File: src/rtl/song_sequencer_if.sv
// song_sequencer_if: song RAM read port plus the instruction hand-off to the bell stage.
interface song_sequencer_if #(
    parameter int ADDR_WIDTH = 10
);
    logic [ADDR_WIDTH-1:0] MemAddr;
    logic                  MemRd;
    logic [11:0]           MemData;
    logic [10:0]           Instruction;
    logic                  newData;
    logic                  Take;

    modport master (
        output MemAddr, MemRd, Instruction, newData,
        input  MemData, Take
    );

    modport slave (
        input  MemAddr, MemRd, Instruction, newData,
        output MemData, Take
    );
endinterface

File: src/rtl/song_sequencer.sv
// song_sequencer: walks a song in block RAM into a small prefetch FIFO and hands
// one bell instruction at a time to the consumer, with pause, restart and looping.
module song_sequencer #(
    parameter int ADDR_WIDTH = 10,
    parameter int FIFO_DEPTH = 4
) (
    input  logic             Clock,
    input  logic             nReset,
    input  logic             Play,
    input  logic             Restart,
    input  logic             Loop,
    song_sequencer_if.master bus,
    output logic             Done,
    output logic             Playing
);
    localparam int PW = $clog2(FIFO_DEPTH);

    typedef enum logic [1:0] {IDLE, RUN, DRAIN, DONE} state_t;

    state_t                state, state_nx;
    logic [ADDR_WIDTH-1:0] ptr;
    logic [10:0]           fifo [FIFO_DEPTH];
    logic [PW-1:0]         rd_ptr, wr_ptr;
    logic [PW:0]           count, count_nx;
    logic [10:0]           last_q;
    logic                  in_flight, pushed, active, marker, wrap, issue, push, pop;

    assign active          = state == RUN || state == DRAIN;
    assign marker          = in_flight && bus.MemData[11];
    assign wrap            = marker && Loop && pushed;
    // A returning end marker also blocks this cycle's fetch, so nothing past it is ever read.
    assign issue           = state == RUN && Play && !marker &&
                             ({1'b0, count} + (PW+2)'(in_flight)) < (PW+2)'(FIFO_DEPTH);
    assign push            = in_flight && !bus.MemData[11] && !Restart;
    assign pop             = bus.Take && bus.newData && !Restart;
    assign count_nx        = count + (PW+1)'(push) - (PW+1)'(pop);
    assign bus.MemAddr     = ptr;
    assign bus.MemRd       = issue;
    assign bus.newData     = count != 0 && Play && active;
    assign bus.Instruction = count != 0 ? fifo[rd_ptr] : last_q;
    assign Done            = state == DONE;
    assign Playing         = active && Play;

    always_comb begin
        state_nx = state;
        case (state)
            IDLE:    state_nx = Play ? RUN : IDLE;
            RUN:     state_nx = (marker && !wrap) ? DRAIN : RUN;
            DRAIN:   state_nx = count_nx == 0 ? DONE : DRAIN;
            default: state_nx = DONE;
        endcase
    end

    always_ff @(posedge Clock or negedge nReset) begin
        if (!nReset) begin
            state     <= IDLE;
            ptr       <= '0;
            rd_ptr    <= '0;
            wr_ptr    <= '0;
            count     <= '0;
            in_flight <= 1'b0;
            pushed    <= 1'b0;
            last_q    <= '0;
        end else if (Restart) begin
            state     <= IDLE;
            ptr       <= '0;
            rd_ptr    <= '0;
            wr_ptr    <= '0;
            count     <= '0;
            in_flight <= 1'b0;
            pushed    <= 1'b0;
        end else begin
            state     <= state_nx;
            ptr       <= wrap ? '0 : issue ? ptr + ADDR_WIDTH'(1) : ptr;
            rd_ptr    <= pop ? rd_ptr + PW'(1) : rd_ptr;
            wr_ptr    <= push ? wr_ptr + PW'(1) : wr_ptr;
            count     <= count_nx;
            in_flight <= issue;
            pushed    <= wrap ? 1'b0 : pushed | push;
            last_q    <= pop ? fifo[rd_ptr] : last_q;
        end
    end

    always_ff @(posedge Clock) begin
        if (push)
            fifo[wr_ptr] <= bus.MemData[10:0];
    end
endmodule

File: src/flat_wrapper.sv
// flat-port wrapper written by rule: the top's interface ports become plain ports
module song_sequencer_flat 
#(
    parameter int ADDR_WIDTH = 10,
    parameter int FIFO_DEPTH = 4
)
  (Clock, nReset, Play, Restart, Loop, Done, Playing, bus_MemAddr, bus_MemRd, bus_Instruction, bus_newData, bus_MemData, bus_Take);
  song_sequencer_if #(.ADDR_WIDTH(ADDR_WIDTH)) bus_i ();
  input  logic Clock;
  input  logic nReset;
  input  logic Play;
  input  logic Restart;
  input  logic Loop;
  output logic Done;
  output logic Playing;
  output wire logic [$bits(bus_i.MemAddr)-1:0] bus_MemAddr;
  output wire logic [$bits(bus_i.MemRd)-1:0] bus_MemRd;
  output wire logic [$bits(bus_i.Instruction)-1:0] bus_Instruction;
  output wire logic [$bits(bus_i.newData)-1:0] bus_newData;
  input wire logic [$bits(bus_i.MemData)-1:0] bus_MemData;
  input wire logic [$bits(bus_i.Take)-1:0] bus_Take;
  assign bus_MemAddr = bus_i.MemAddr;
  assign bus_MemRd = bus_i.MemRd;
  assign bus_Instruction = bus_i.Instruction;
  assign bus_newData = bus_i.newData;
  assign bus_i.MemData = bus_MemData;
  assign bus_i.Take = bus_Take;
  song_sequencer #(.ADDR_WIDTH(ADDR_WIDTH), .FIFO_DEPTH(FIFO_DEPTH)) u_core (.Clock(Clock), .nReset(nReset), .Play(Play), .Restart(Restart), .Loop(Loop), .bus(bus_i), .Done(Done), .Playing(Playing));
endmodule
File: config.mk
export PLATFORM = sky130hd
export DESIGN_NAME = song_sequencer_flat
export DESIGN_NICKNAME = d
export VERILOG_FILES = /design/src/rtl/song_sequencer_if.sv /design/src/rtl/song_sequencer.sv /design/src/flat_wrapper.sv
export SDC_FILE = /design/constraint.sdc
export NUM_CORES = 1
export LEC_CHECK = 0
export CORE_MARGIN = 3
export CORE_UTILIZATION = 59
export CTS_CLUSTER_SIZE = 40
export DETAILED_ROUTE_END_ITERATION = 10
export HOLD_SLACK_MARGIN = 0.1
export PLACE_DENSITY = 0.82
export SYNTH_ARGS = -nofsm -noshare
export SYNTH_HDL_FRONTEND = slang
export SYNTH_SLANG_ARGS = --single-unit
File: constraint.sdc
create_clock -name Clock -period 4.7 [get_ports Clock]
set_clock_uncertainty 0.05 [all_clocks]
set_input_delay 0.47 -clock Clock [delete_from_list [all_inputs] [get_ports Clock]]
set_output_delay 0.47 -clock Clock [all_outputs]
set_load 0.1 [all_outputs]
* After elaboration in Yosys (flattened, before gate mapping)
Memories as Yosys holds them, arrays and structs flattened.
Index checks and enable logic that the tools add are counted.
** Operators by class
- Equality and inequality tests :: 3
- Bitwise operators :: 2
- Magnitude comparators :: 1
- Mux-type cells :: 19
- Add/sub/neg operators :: 6
- Reductions and logical operators :: 26
** Operators with widths (number)
- 10-bit 2-to-1 mux :: 3
- 1-bit logical AND :: 14
- 2-bit 2-to-1 mux :: 6
- 11-bit 2-to-1 mux :: 1
- 10-bit by 1-bit adder with 10-bit output (second input constant) :: 1
- 1-bit 2-to-1 mux :: 7
- 2-bit one-hot mux with 3 select lines :: 1
- 3-bit nonzero test :: 2
- 2-bit by 1-bit adder with 2-bit output (second input constant) :: 2
- 3-bit by 1-bit adder with 4-bit output :: 1
- 2-bit == test (second input constant) :: 2
- 1-bit logical NOT :: 4
- 4-bit by 3-bit less-than comparator with 1-bit output (second input constant) :: 1
- 2-bit nonzero test :: 2
- 3-bit by 1-bit adder with 3-bit output :: 1
- 3-bit logical NOT :: 1
- 3-bit 2-to-1 mux :: 1
- 3-bit by 1-bit subtractor with 3-bit output :: 1
- 2-bit by 1-bit == test with 1-bit output (second input constant) :: 1
- 2-bit logical NOT :: 1
- 2-bit AND reduction :: 1
- 1-bit logical OR :: 1
- 1-bit NOT :: 1
- 1-bit OR :: 1
** Storage, ports and cells
- Memories kept :: 1
- Output and inout bits :: 25
- RAM bits :: 44
- Word-level logic and storage cells :: 66
- Bits in registers :: 32
- Bits of input ports :: 18
** Memories
- u_core.fifo :: depth 4, width 11, rd ports 1, clocked after memory_dff 0, wr ports 1, line song_sequencer.sv:22 : logic [10:0] fifo [FIFO_DEPTH];

* Longest topological paths before layout
- Word-level depth :: 10
- Depth in mapped cells :: 14
- Mapped depth without buffers :: 13

* Worst setup path before layout
Ideal clock, no wire load.
- Kind :: flip-flop to flip-flop
- Start :: register u_core.state[0]
- End :: register u_core.state[0]
- Buffers on the path :: 1
- Clock period less this slack :: 3.513 ns
- Path slack :: 1.187 ns
- Library setup time :: 0.078 ns
- Data required time :: 4.572 ns
- Cell stages (with the launch flop) :: 15
- Data arrival time :: 3.385 ns
- Path through :: dfrtp_1 -> inv_1 -> ha_1 -> o311a_1 -> nand2_1 -> nor2_1 -> buf_4 -> ha_1 -> inv_1 -> ha_1 -> inv_1 -> fa_1 -> xnor2_1 -> nand4b_1 -> a21oi_1
** Between the ends
- Cells in the longest elaborated chain, start to end :: 10
- Elaborated cells on any way between the ends :: 12
- Those cells by class :: add/sub (1); eq/ne (2); mux (3); reduce/logical (6)
** Ends and longest elaborated chain
- start, declared :: line song_sequencer.sv:20 : state_t state, state_nx;
- start signal, assigned :: line song_sequencer.sv:73 : state <= state_nx;
- 2-bit by 1-bit == test with 1-bit output / 2-bit == test (equally long branches) :: line song_sequencer.sv:28 : assign active = state == RUN || state == DRAIN;
- 1-bit logical OR (*) :: line song_sequencer.sv:28
- 1-bit logical AND (*) :: line song_sequencer.sv:39 : assign bus.newData = count != 0 && Play && active;
- named net bus_newData :: line flat_wrapper.sv:19 : output wire logic [$bits(bus_i.newData)-1:0] bus_newData;
- 1-bit logical AND (*) (2 in series) :: line song_sequencer.sv:35 : assign pop = bus.Take && bus.newData && !Restart;
- 3-bit by 1-bit subtractor with 3-bit output (*) :: line song_sequencer.sv:36 : assign count_nx = count + (PW+1)'(push) - (PW+1)'(pop);
- 3-bit logical NOT (*) :: line song_sequencer.sv:49 : DRAIN: state_nx = count_nx == 0 ? DONE : DRAIN;
- 1-bit 2-to-1 mux (*) :: line song_sequencer.sv:49
- 2-bit one-hot mux with 3 select lines (*) :: line song_sequencer.sv:46 : case (state)
- 2-bit 2-to-1 mux (*) :: line song_sequencer.sv:64 : end else if (Restart) begin
The timed path passes the listed nets; every way through them passes the cells marked *.
A chain may end at the register's enable or synchronous reset.

* Worst setup path after layout
- Start :: register u_core.count[1]
- End :: output bus_MemRd
** Between the ends
- Cells in the longest elaborated chain, start to end :: 3
** Ends and longest elaborated chain
- start, declared :: line song_sequencer.sv:24 : logic [PW:0] count, count_nx;
- start signal, assigned :: line song_sequencer.sv:77 : count <= count_nx;
- 3-bit by 1-bit adder with 4-bit output :: line song_sequencer.sv:33 : ({1'b0, count} + (PW+2)'(in_flight)) < (PW+2)'(FIFO_DEPTH);
- 4-bit by 3-bit less-than comparator with 1-bit output :: line song_sequencer.sv:33
- 1-bit logical AND :: line song_sequencer.sv:32 : assign issue = state == RUN && Play && !marker &&
- end, declared :: line flat_wrapper.sv:17 : output wire logic [$bits(bus_i.MemRd)-1:0] bus_MemRd;
No other way between the ends.

==> metrics.cfg <==
[run_status]
status = finished, final reports clean

[drt]
route.detailed.wl_per_inst_um = 17.2
routed_wl_mm = 6.02
routed-via-count = 2014
via_per_inst = 5.77
drtPass1Iterations = 4
route.detailed.drc = 0
drt.antenna.violating_nets = 0
drt_first_iter_violations = 141

[clock_tree]
cts-root-buf = clkbuf_8
post_cts_resize_count = 0
postCtsSetupBuffers = 0
sinks_on_the_clock_net = 76
htree_levels = 3
max-clock-path-buffers = 2
cts_hold_repair.buffers = 0
cts.reportedPaths.clkPinSlew_ns = 0.09
numCtsBuffers = 9
worstSkewPairLatency_ns = 0.33
tritoncts = built

[synth]
syn_avg_cell_area_um2 = 15.1
synthesis.area_mm2 = 0.00338
synth-seq-area-share = 0.627
synthesized_instance_count = 224
synth_edf_count = 44
synthArstFlopShare = 0.421
synth-main-ff-cell = edfxtp_1
synth_nets = 256
synth.ff_latch_count = 76
synth.lib_cells_used.distinct = 41
yosysWarningCount = 0

[layout]
area_growth_syn_to_layout_pct = 20.7
num_antenna_cells = 0
finalInstanceArea_mm2 = 0.00409
drive_gt1_frac = 0.208
layout.nets = 306

[worst_hold_path]
min_delay_path_class = flip-flop to flip-flop
hold_path_startpoint = u_core.last_q[7]

[sta]
worstMarginPinSlew_ns = 0.941
final_hold_viol_count = 0
timing.max_slew.rel_slack = 0.355
final-setup-viol-count = 0
final-max-slew-violation-count = 0
period_utilization_post_route = 0.791
post-route-min-period_ns = 3.72
totalNegativeSetupSlack_ns = 0
rsz0062_at_grt = false
achievable-frequency_ghz = 0.269

[pwr]
vdd_drop_max_v = 0.000271
total_power_mw = 1.39
power_leakage_nw = 1.62
power_density_mw_per_mm2 = 341

[floorplan]
die_span_x_um = 81.7
floorplan.initialDensity = 0.634
ports_placed_on_the_boundary = 43
die_height_um = 81.7
die_area_mm2 = 0.00668
core_area_mm2 = 0.00534
fp-row-count = 26

[worst_setup_path]
cp_max_fanout = 15
crit_path_max_incr_delay_ns = 1.03
timing.critical_path.required_ns = 4.18
worst_setup_path_start_kind = flip-flop
cp_num_buf_inv = 1
worst_path_max_delay_cell = clkdlybuf4s50_1
critical_path.endpoint_type = primary output
startpoint_of_the_lowest_slack_register_to_register_path = u_core.state[0]
worst_ep_arrival_time_ns = 3.20
critical_path_class = flip-flop to primary output
setup.worst_path.start = u_core.count[1]
crit_path_cell_trace = ha_1, and4b_1, mux2i_1, nor2_1, clkdlybuf4s50_1
timing.critical_path.max_delay_family = buffers and inverters

[global_route]
antenna_violations_before_repair = 0
met3_global_route_usage = 0.0636
met1_usage = 0.276
via_count_of_the_first_global_routing_pass = 1985
gr-max-usage-layer = met2
gr-usage-all-layers = 0.206
grt_max_degree = 33
first_pass_grt_wire_length_mm = 9.93
use_met2 = 0.327
grt.overflow.total = 0

[placed_design]
i_o_buffers = 42
placed_area_mm2 = 0.00386
routabilityCongestion = 0.784
dp.final_hpwl_mm = 4.11

[run]
cap_viol_max_count = 0

[state kept, by name (all words and copies together), names as in the netlist]
register / flops
u_core.last_q: 11
u_core.state: 2
u_core.rd_ptr: 2
u_core.in_flight: 1
u_core.bus.MemAddr: 10
u_core.count: 3
u_core.fifo: 44
u_core.pushed: 1
u_core.wr_ptr: 2
[cells in the mapped netlist, types with 2 or more instances]
cell type	number	share of area
or4_1	4	0.0089
nor2_1	14	0.016
mux2_2	14	0.047
edfxtp_1	44	0.39
o31ai_1	3	0.0067
o21ai_0	3	0.0044
nand3_1	4	0.0059
inv_1	8	0.0089
or3_1	3	0.0055
and2_1	5	0.0092
mux4_2	11	0.073
nor2b_1	3	0.0055
nand2b_1	2	0.0037
mux2_1	8	0.027
a21oi_1	7	0.010
ha_1	13	0.048
mux2i_1	3	0.0089
o22ai_1	2	0.0037
nand4_1	4	0.0074
buf_2	3	0.0044
xnor2_1	3	0.0078
nand2_1	12	0.013
xor2_1	2	0.0052
dfrtp_1	32	0.24
[kinds of logic after synthesis]
kind of cell               synth area share
muxes                                 0.155
and+or+nand+nor                      0.0935
buffers and inverters                0.0177
AOI/OAI and AO/OA                    0.0396
xor gates and xnor gates             0.0129
adders and majority gates            0.0540
DFF                                   0.627
[through the flow]
stage,hold WS [ns],setup WS [ns],instances,util
floorplan,0.124,1.19,224,-
global placement,0.411,1.41,333,0.723
detailed placement,0.422,1.37,333,0.723
CTS,0.443,0.981,349,0.766
global route,0.454,0.696,349,0.766
finish,0.441,0.983,349,0.766
[area by class of cell]
type,instances,area (um^2)
sequential,76,2120
fill,361,1250
multi-input combinational,134,1200
timing repair buffer,45,415
clock buffer,9,124
clock inverter,7,104
tap,70,87.6
inverter,8,30.0
[power breakdown]
group / total (mW) / leakage [nW] / internal (mW) / switching (mW)
Sequential: 0.719 / 0.840 / 0.713 / 0.00538
Combinational: 0.118 / 0.662 / 0.0365 / 0.0811
Clock: 0.557 / 0.115 / 0.307 / 0.249
Total: 1.39 / 1.62 / 1.06 / 0.336
[final timing paths]
check                      slack [ns]  cells after the start                     to
min in group asynchronous        0.48                      2       u_core.last_q[2]
hold / removal                   0.44                      1       u_core.last_q[7]
max in group asynchronous        3.82                      2  u_core.bus.MemAddr[8]
hold reg to reg                  0.44                      1       u_core.last_q[7]
setup reg to reg                 1.91                     13        u_core.state[0]
setup / recovery                 0.98                      5              bus_MemRd
[cells in the final DEF, fill, tap and decap left out, drive strengths merged, types with 2 or more instances in the layout]
cell type,netlist,routed
dfrtp,32,32
and2,6,6
o31ai,3,3
ha,13,13
o21ai,3,3
mux4,11,11
xnor2,3,3
nor2b,3,3
o22ai,2,2
mux2,22,22
inv,8,12
bufinv,0,2
nor2,14,14
nand3,4,4
a21oi,7,7
nand2,12,12
xor2,2,2
or3,4,4
edfxtp,44,44
or4,4,4
clkdlybuf4s50,0,31
mux2i,3,3
clkbuf,1,9
nand4,4,4
nand2b,2,2
buf,5,14
[per-layer routing]
layer,part of all wire,vias up
li1,-,949
met1,0.44,996
met2,0.49,63
met3,0.059,6
met4,0.012,0
met5,0,-
[worst register-to-register path: cells and delay by family (launching register included)]
kind                     cells  cell delay, ns
adder cells (fa/ha/maj)      4            1.08
flip-flops                   1            0.40
AND/OR/NAND/NOR              3            0.36
AO/OA/AOI/OAI                2            0.40
XOR/XNOR                     1            0.24
buffers and inverters        3            0.19
Note: power is estimated with default switching activity, not from simulation.
==> patch 1: new RTL, same flow settings <==
The 4 states of `state_t` get a Gray code encoding in 2 bits.
--- a/src/rtl/song_sequencer.sv
+++ b/src/rtl/song_sequencer.sv
@@ -15,7 +15,7 @@
 );
     localparam int PW = $clog2(FIFO_DEPTH);
 
-    typedef enum logic [1:0] {IDLE, RUN, DRAIN, DONE} state_t;
+    typedef enum logic [1:0] {IDLE = 2'b00, RUN = 2'b01, DRAIN = 2'b11, DONE = 2'b10} state_t;
 
     state_t                state, state_nx;
     logic [ADDR_WIDTH-1:0] ptr;
Formal check against the unedited RTL: no difference found for any inputs over 10 cycles, from zero or initial values and one cycle with nReset low; not proved beyond that.
==> patch 1 against the unedited design <==
Area after synthesis increased by 1.2%; fmax down 0.39%; setup slack worse by 0.015 ns; register-to-register slack worse by 0.57 ns; sequential cell count unchanged; power up 4.2%; worst hold slack improved by 0.013 ns; final area is 2.0% higher; wire length increased by 8.3%; largest power group unchanged.
==> patch 1: results (changes against the unedited design) <==
<table>
<tr><th>Metric</th><th>Value</th></tr>
<tr><th colspan="2">Outcome</th></tr>
<tr><td>Run status</td><td>completed</td></tr>
<tr><th colspan="2">STA</th></tr>
<tr><td>Final period utilization</td><td>0.7940 (+0.003091)</td></tr>
<tr><td>Worst slew margin relative to its limit</td><td>0.3322 (-0.02261)</td></tr>
<tr><th colspan="2">Placement</th></tr>
<tr><td>Placement-stage worst setup slack</td><td>0.9923 ns (-0.3733 ns)</td></tr>
<tr><td>RD Place Congestion</td><td>0.7719 (-1.5%)</td></tr>
<tr><td>HPWL Detailed</td><td>4365 microns (+6.2%)</td></tr>
<tr><th colspan="2">Layout</th></tr>
<tr><td>Multi-input combinational area share</td><td>0.2957 (+0.001373)</td></tr>
<tr><td>Number of multi-input logic gates</td><td>136 (+1.5%)</td></tr>
<tr><td>Fin cells</td><td>353 (+1.1%)</td></tr>
<tr><td>Non-Clock Inverter Count</td><td>7 (-1)</td></tr>
<tr><td>Fillers</td><td>355 (-1.7%)</td></tr>
<tr><td>Buffer share of cell area</td><td>0.1081 (+0.006391)</td></tr>
<tr><th colspan="2">Synth</th></tr>
<tr><td>Count of cell types in the netlist</td><td>44 (+7.3%)</td></tr>
<tr><td>XOR/XNOR share of the synthesized area</td><td>0.01023 (-0.002713)</td></tr>
<tr><td>Sequential fraction of the synthesis area</td><td>0.6194 (-0.007557)</td></tr>
<tr><th colspan="2">Drt</th></tr>
<tr><td>Wire per inst</td><td>18.46 microns (+7.1%)</td></tr>
<tr><td>Total length of routed met2 wires</td><td>3395 microns (+15%)</td></tr>
<tr><td>Iter 0 DRT Violations</td><td>126 (-11%)</td></tr>
<tr><td>Total met3 wirelength after detailed routing</td><td>186 microns (-48%)</td></tr>
<tr><th colspan="2">GRT</th></tr>
<tr><td>Vias in the first global route</td><td>2,048 (+3.2%)</td></tr>
<tr><td>GR Layer Usage met1</td><td>0.2768 (+0.001237)</td></tr>
<tr><td>Tot GR Track Use</td><td>0.2184 (+0.01231)</td></tr>
<tr><td>Met2 Resource Use GR</td><td>0.3646 (+0.03744)</td></tr>
<tr><th colspan="2">Setup path</th></tr>
<tr><td>Delay of the slowest cell on the worst path</td><td>1.20 ns (+0.17 ns)</td></tr>
<tr><th colspan="2">Min path</th></tr>
<tr><td>Startpoint of the tightest hold check path</td><td>u_core.pushed</td></tr>
<tr><th colspan="2">CTS</th></tr>
<tr><td>Clock latency of the later-clocked register in the worst-skew pair</td><td>0.35 ns (+0.02 ns)</td></tr>
<tr><th colspan="2">Pwr</th></tr>
<tr><td>Net Switching</td><td>0.3412 mW (+1.7%)</td></tr>
<tr><td>Leakage power</td><td>1.606 nW (-0.69%)</td></tr>
</table>
-- patch 1: cell count changes after synthesis, moves of 3 or more --
cell                       delta
sky130_fd_sc_hd__mux2_1       -8
sky130_fd_sc_hd__mux2_2       +8
sky130_fd_sc_hd__ha_1         -5
sky130_fd_sc_hd__mux2i_1      +5
sky130_fd_sc_hd__nand2b_1     +5
sky130_fd_sc_hd__nor2_1       -4
sky130_fd_sc_hd__nand2_1      -3
sky130_fd_sc_hd__nor2b_1      +3
sky130_fd_sc_hd__or3_1        -3
sky130_fd_sc_hd__or4_1        -3
-- patch 1: how the worst min path moves through the flow --
stage                                        to  slack (ns)  depth (start not counted)
final                             u_core.pushed        0.45                          1
after global routing           u_core.last_q[8]        0.47                          1
after CTS                         u_core.pushed        0.45                          1
after detailed placement          u_core.pushed        0.43                          1
after global placement            u_core.pushed        0.43                          1
after floorplan           u_core.bus.MemAddr[0]        0.12                          0
==> patch 2: new RTL, same settings <==
Without the edit above. `ADDR_WIDTH` is set to 10 in 3 places; all go to 9.
--- a/src/rtl/song_sequencer_if.sv
+++ b/src/rtl/song_sequencer_if.sv
@@ -1,6 +1,6 @@
 // song_sequencer_if: song RAM read port plus the instruction hand-off to the bell stage.
 interface song_sequencer_if #(
-    parameter int ADDR_WIDTH = 10
+    parameter int ADDR_WIDTH = 9
 );
     logic [ADDR_WIDTH-1:0] MemAddr;
     logic                  MemRd;
--- a/src/rtl/song_sequencer.sv
+++ b/src/rtl/song_sequencer.sv
@@ -1,7 +1,7 @@
 // song_sequencer: walks a song in block RAM into a small prefetch FIFO and hands
 // one bell instruction at a time to the consumer, with pause, restart and looping.
 module song_sequencer #(
-    parameter int ADDR_WIDTH = 10,
+    parameter int ADDR_WIDTH = 9,
     parameter int FIFO_DEPTH = 4
 ) (
     input  logic             Clock,
--- a/src/flat_wrapper.sv
+++ b/src/flat_wrapper.sv
@@ -1,7 +1,7 @@
 // flat-port wrapper written by rule: the top's interface ports become plain ports
 module song_sequencer_flat 
 #(
-    parameter int ADDR_WIDTH = 10,
+    parameter int ADDR_WIDTH = 9,
     parameter int FIFO_DEPTH = 4
 )
   (Clock, nReset, Play, Restart, Loop, Done, Playing, bus_MemAddr, bus_MemRd, bus_Instruction, bus_newData, bus_MemData, bus_Take);
Ports: changed (resized bus_MemAddr); port bits go from 43 to 42. The function was not compared with the original's and may differ.
==> patch 2 against the unedited design <==
Final area down 0.77%; setup slack better by 0.12 ns; synthesized cell count down 3.1%; sequential cell count down 1; wire length up 7.0%; sequential power down 0.8%; area after synthesis down 0.59%; power down 3.3%; largest cell class unchanged.
==> patch 2: results (changes against the unedited design) <==
<table>
<tr><th>Metric</th><th>Value</th></tr>
<tr><th colspan="2">Setup path</th></tr>
<tr><td>Critical path launch point</td><td>u_core.rd_ptr[0]</td></tr>
<tr><td>Worst r2r src</td><td>u_core.count[0]</td></tr>
<tr><td>Delay of the slowest cell on the worst path</td><td>0.97 ns (-0.06 ns)</td></tr>
<tr><td>FF-to-FF setup slack</td><td>1.98 ns (+0.07 ns)</td></tr>
<tr><th colspan="2">Synth</th></tr>
<tr><td>Number of nets in the synthesized netlist</td><td>249 (-2.7%)</td></tr>
<tr><td>XOR/XNOR share of the synthesized area</td><td>0.02045 (+0.007515)</td></tr>
<tr><td>Async set or reset register ratio after synthesis</td><td>0.4133 (-0.007719)</td></tr>
<tr><td>Synth area leaders</td><td>sky130_fd_sc_hd__edfxtp_1, sky130_fd_sc_hd__dfrtp_1, sky130_fd_sc_hd__mux4_2, sky130_fd_sc_hd__mux2_2, sky130_fd_sc_hd__ha_1</td></tr>
<tr><td>Adder and majority cell fraction of the synthesized area</td><td>0.05430 (+0.0003212)</td></tr>
<tr><td>Top cells by count, synth</td><td>sky130_fd_sc_hd__edfxtp_1, sky130_fd_sc_hd__dfrtp_1, sky130_fd_sc_hd__mux2_2</td></tr>
<tr><td>Post-synthesis compound-gate area fraction</td><td>0.04872 (+0.009161)</td></tr>
<tr><td>Average cell area after synthesis</td><td>15.50 sq um (+2.6%)</td></tr>
<tr><th colspan="2">Drt</th></tr>
<tr><td>Iter 0 DRT Violations</td><td>70 (-50%)</td></tr>
<tr><td>Final wirelength</td><td>6442 microns (+7.0%)</td></tr>
<tr><td>Wire per inst</td><td>18.89 microns (+9.6%)</td></tr>
<tr><th colspan="2">Placement</th></tr>
<tr><td>RD Place Congestion</td><td>0.8078 (+3.0%)</td></tr>
<tr><td>Port-buffer cells</td><td>41 (-2.4%)</td></tr>
<tr><td>HPWL Detailed</td><td>4349 microns (+5.9%)</td></tr>
<tr><td>Number of cells after detailed placement</td><td>325 (-2.4%)</td></tr>
<tr><th colspan="2">Layout</th></tr>
<tr><td>Layout cell share with drive strength beyond 1</td><td>0.1956 (-0.01231)</td></tr>
<tr><td>NumNets Final</td><td>298 (-2.6%)</td></tr>
<tr><th colspan="2">STA</th></tr>
<tr><td>Worst Tran Pin Value</td><td>0.9805 ns (+0.03966 ns)</td></tr>
<tr><td>Worst setup slack after layout</td><td>1.100 ns (+0.1174 ns)</td></tr>
<tr><th colspan="2">Outcome</th></tr>
<tr><td>Run status</td><td>completed</td></tr>
<tr><th colspan="2">GRT</th></tr>
<tr><td>Tot GR Track Use</td><td>0.2205 (+0.01446)</td></tr>
<tr><td>Global-route wire length before repair</td><td>10,670 microns (+7.5%)</td></tr>
<tr><th colspan="2">Pwr</th></tr>
<tr><td>Leakage power</td><td>1.555 nW (-3.8%)</td></tr>
<tr><td>Peak supply drop</td><td>231.5 uV (-14%)</td></tr>
</table>
[patch 2: cell types whose count changed in the layout (fill, tap and decap cells not counted), moves of 3 or more]
cell / change
sky130_fd_sc_hd__buf_4: -11
sky130_fd_sc_hd__clkdlybuf4s50_1: +10
sky130_fd_sc_hd__mux2_1: -4
sky130_fd_sc_hd__mux2_2: +5
sky130_fd_sc_hd__nand2_1: -5
sky130_fd_sc_hd__or3_1: -3
sky130_fd_sc_hd__or4_1: -3
[patch 2: power breakdown]
group	switching, mW	internal (mW)
clock network	0.242	0.251
logic	0.0968	0.0444
registers	0.00720	0.706
total	0.346	1.00
[patch 2: layout make-up]
class / count / area, sq um
well taps: 70 / 87.58
repair buffers: 44 / 432.9
inverters: 7 / 26.28
multi-input cells: 129 / 1211
clock inverters: 6 / 71.32
clock buffers: 10 / 127.6
fillers: 350 / 1249
flip-flops and latches: 75 / 2097
[patch 2: logic make-up (layout without fill, tap and decap cells)]
family,after synthesis,after routing
DFF,75,75
adders and majority gates,14,14
muxes,35,35
buffers and inverters,13,67
xor gates and xnor gates,7,7
AOI/OAI and AO/OA,23,23
and+or+nand+nor,50,50
[patch 2: worst min-delay path by stage]
stage / from / end / slack (ns)
floorplan: nReset / u_core.bus.MemAddr[0] / 0.12
global placement: u_core.last_q[10] / u_core.last_q[10] / 0.41
detailed placement: u_core.last_q[1] / u_core.last_q[1] / 0.42
CTS: u_core.last_q[1] / u_core.last_q[1] / 0.44
global route: u_core.last_q[10] / u_core.last_q[10] / 0.46
finish: u_core.last_q[1] / u_core.last_q[1] / 0.44
[patch 2: worst register-to-register path, cell delays in order, from the launching register on]
cell	delay [ns]
sky130_fd_sc_hd__dfrtp_1	0.45
sky130_fd_sc_hd__nor3_2	0.46
sky130_fd_sc_hd__nand3b_1	0.22
sky130_fd_sc_hd__nor2_1	0.07
sky130_fd_sc_hd__ha_1	0.29
sky130_fd_sc_hd__inv_1	0.06
sky130_fd_sc_hd__ha_1	0.14
sky130_fd_sc_hd__inv_1	0.05
sky130_fd_sc_hd__fa_1	0.38
sky130_fd_sc_hd__xnor2_1	0.21
sky130_fd_sc_hd__nand4b_1	0.12
sky130_fd_sc_hd__a21oi_1	0.15
[patch 2: routing by layer]
metal  vias to the layer above  share of wire  global-route usage
li1                        924              -                   -
met1                      1037           0.41              0.2656
met2                        65           0.53              0.3803
met3                        12          0.047             0.05263
met4                         0          0.017             0.09122
met5                         -              0                   0
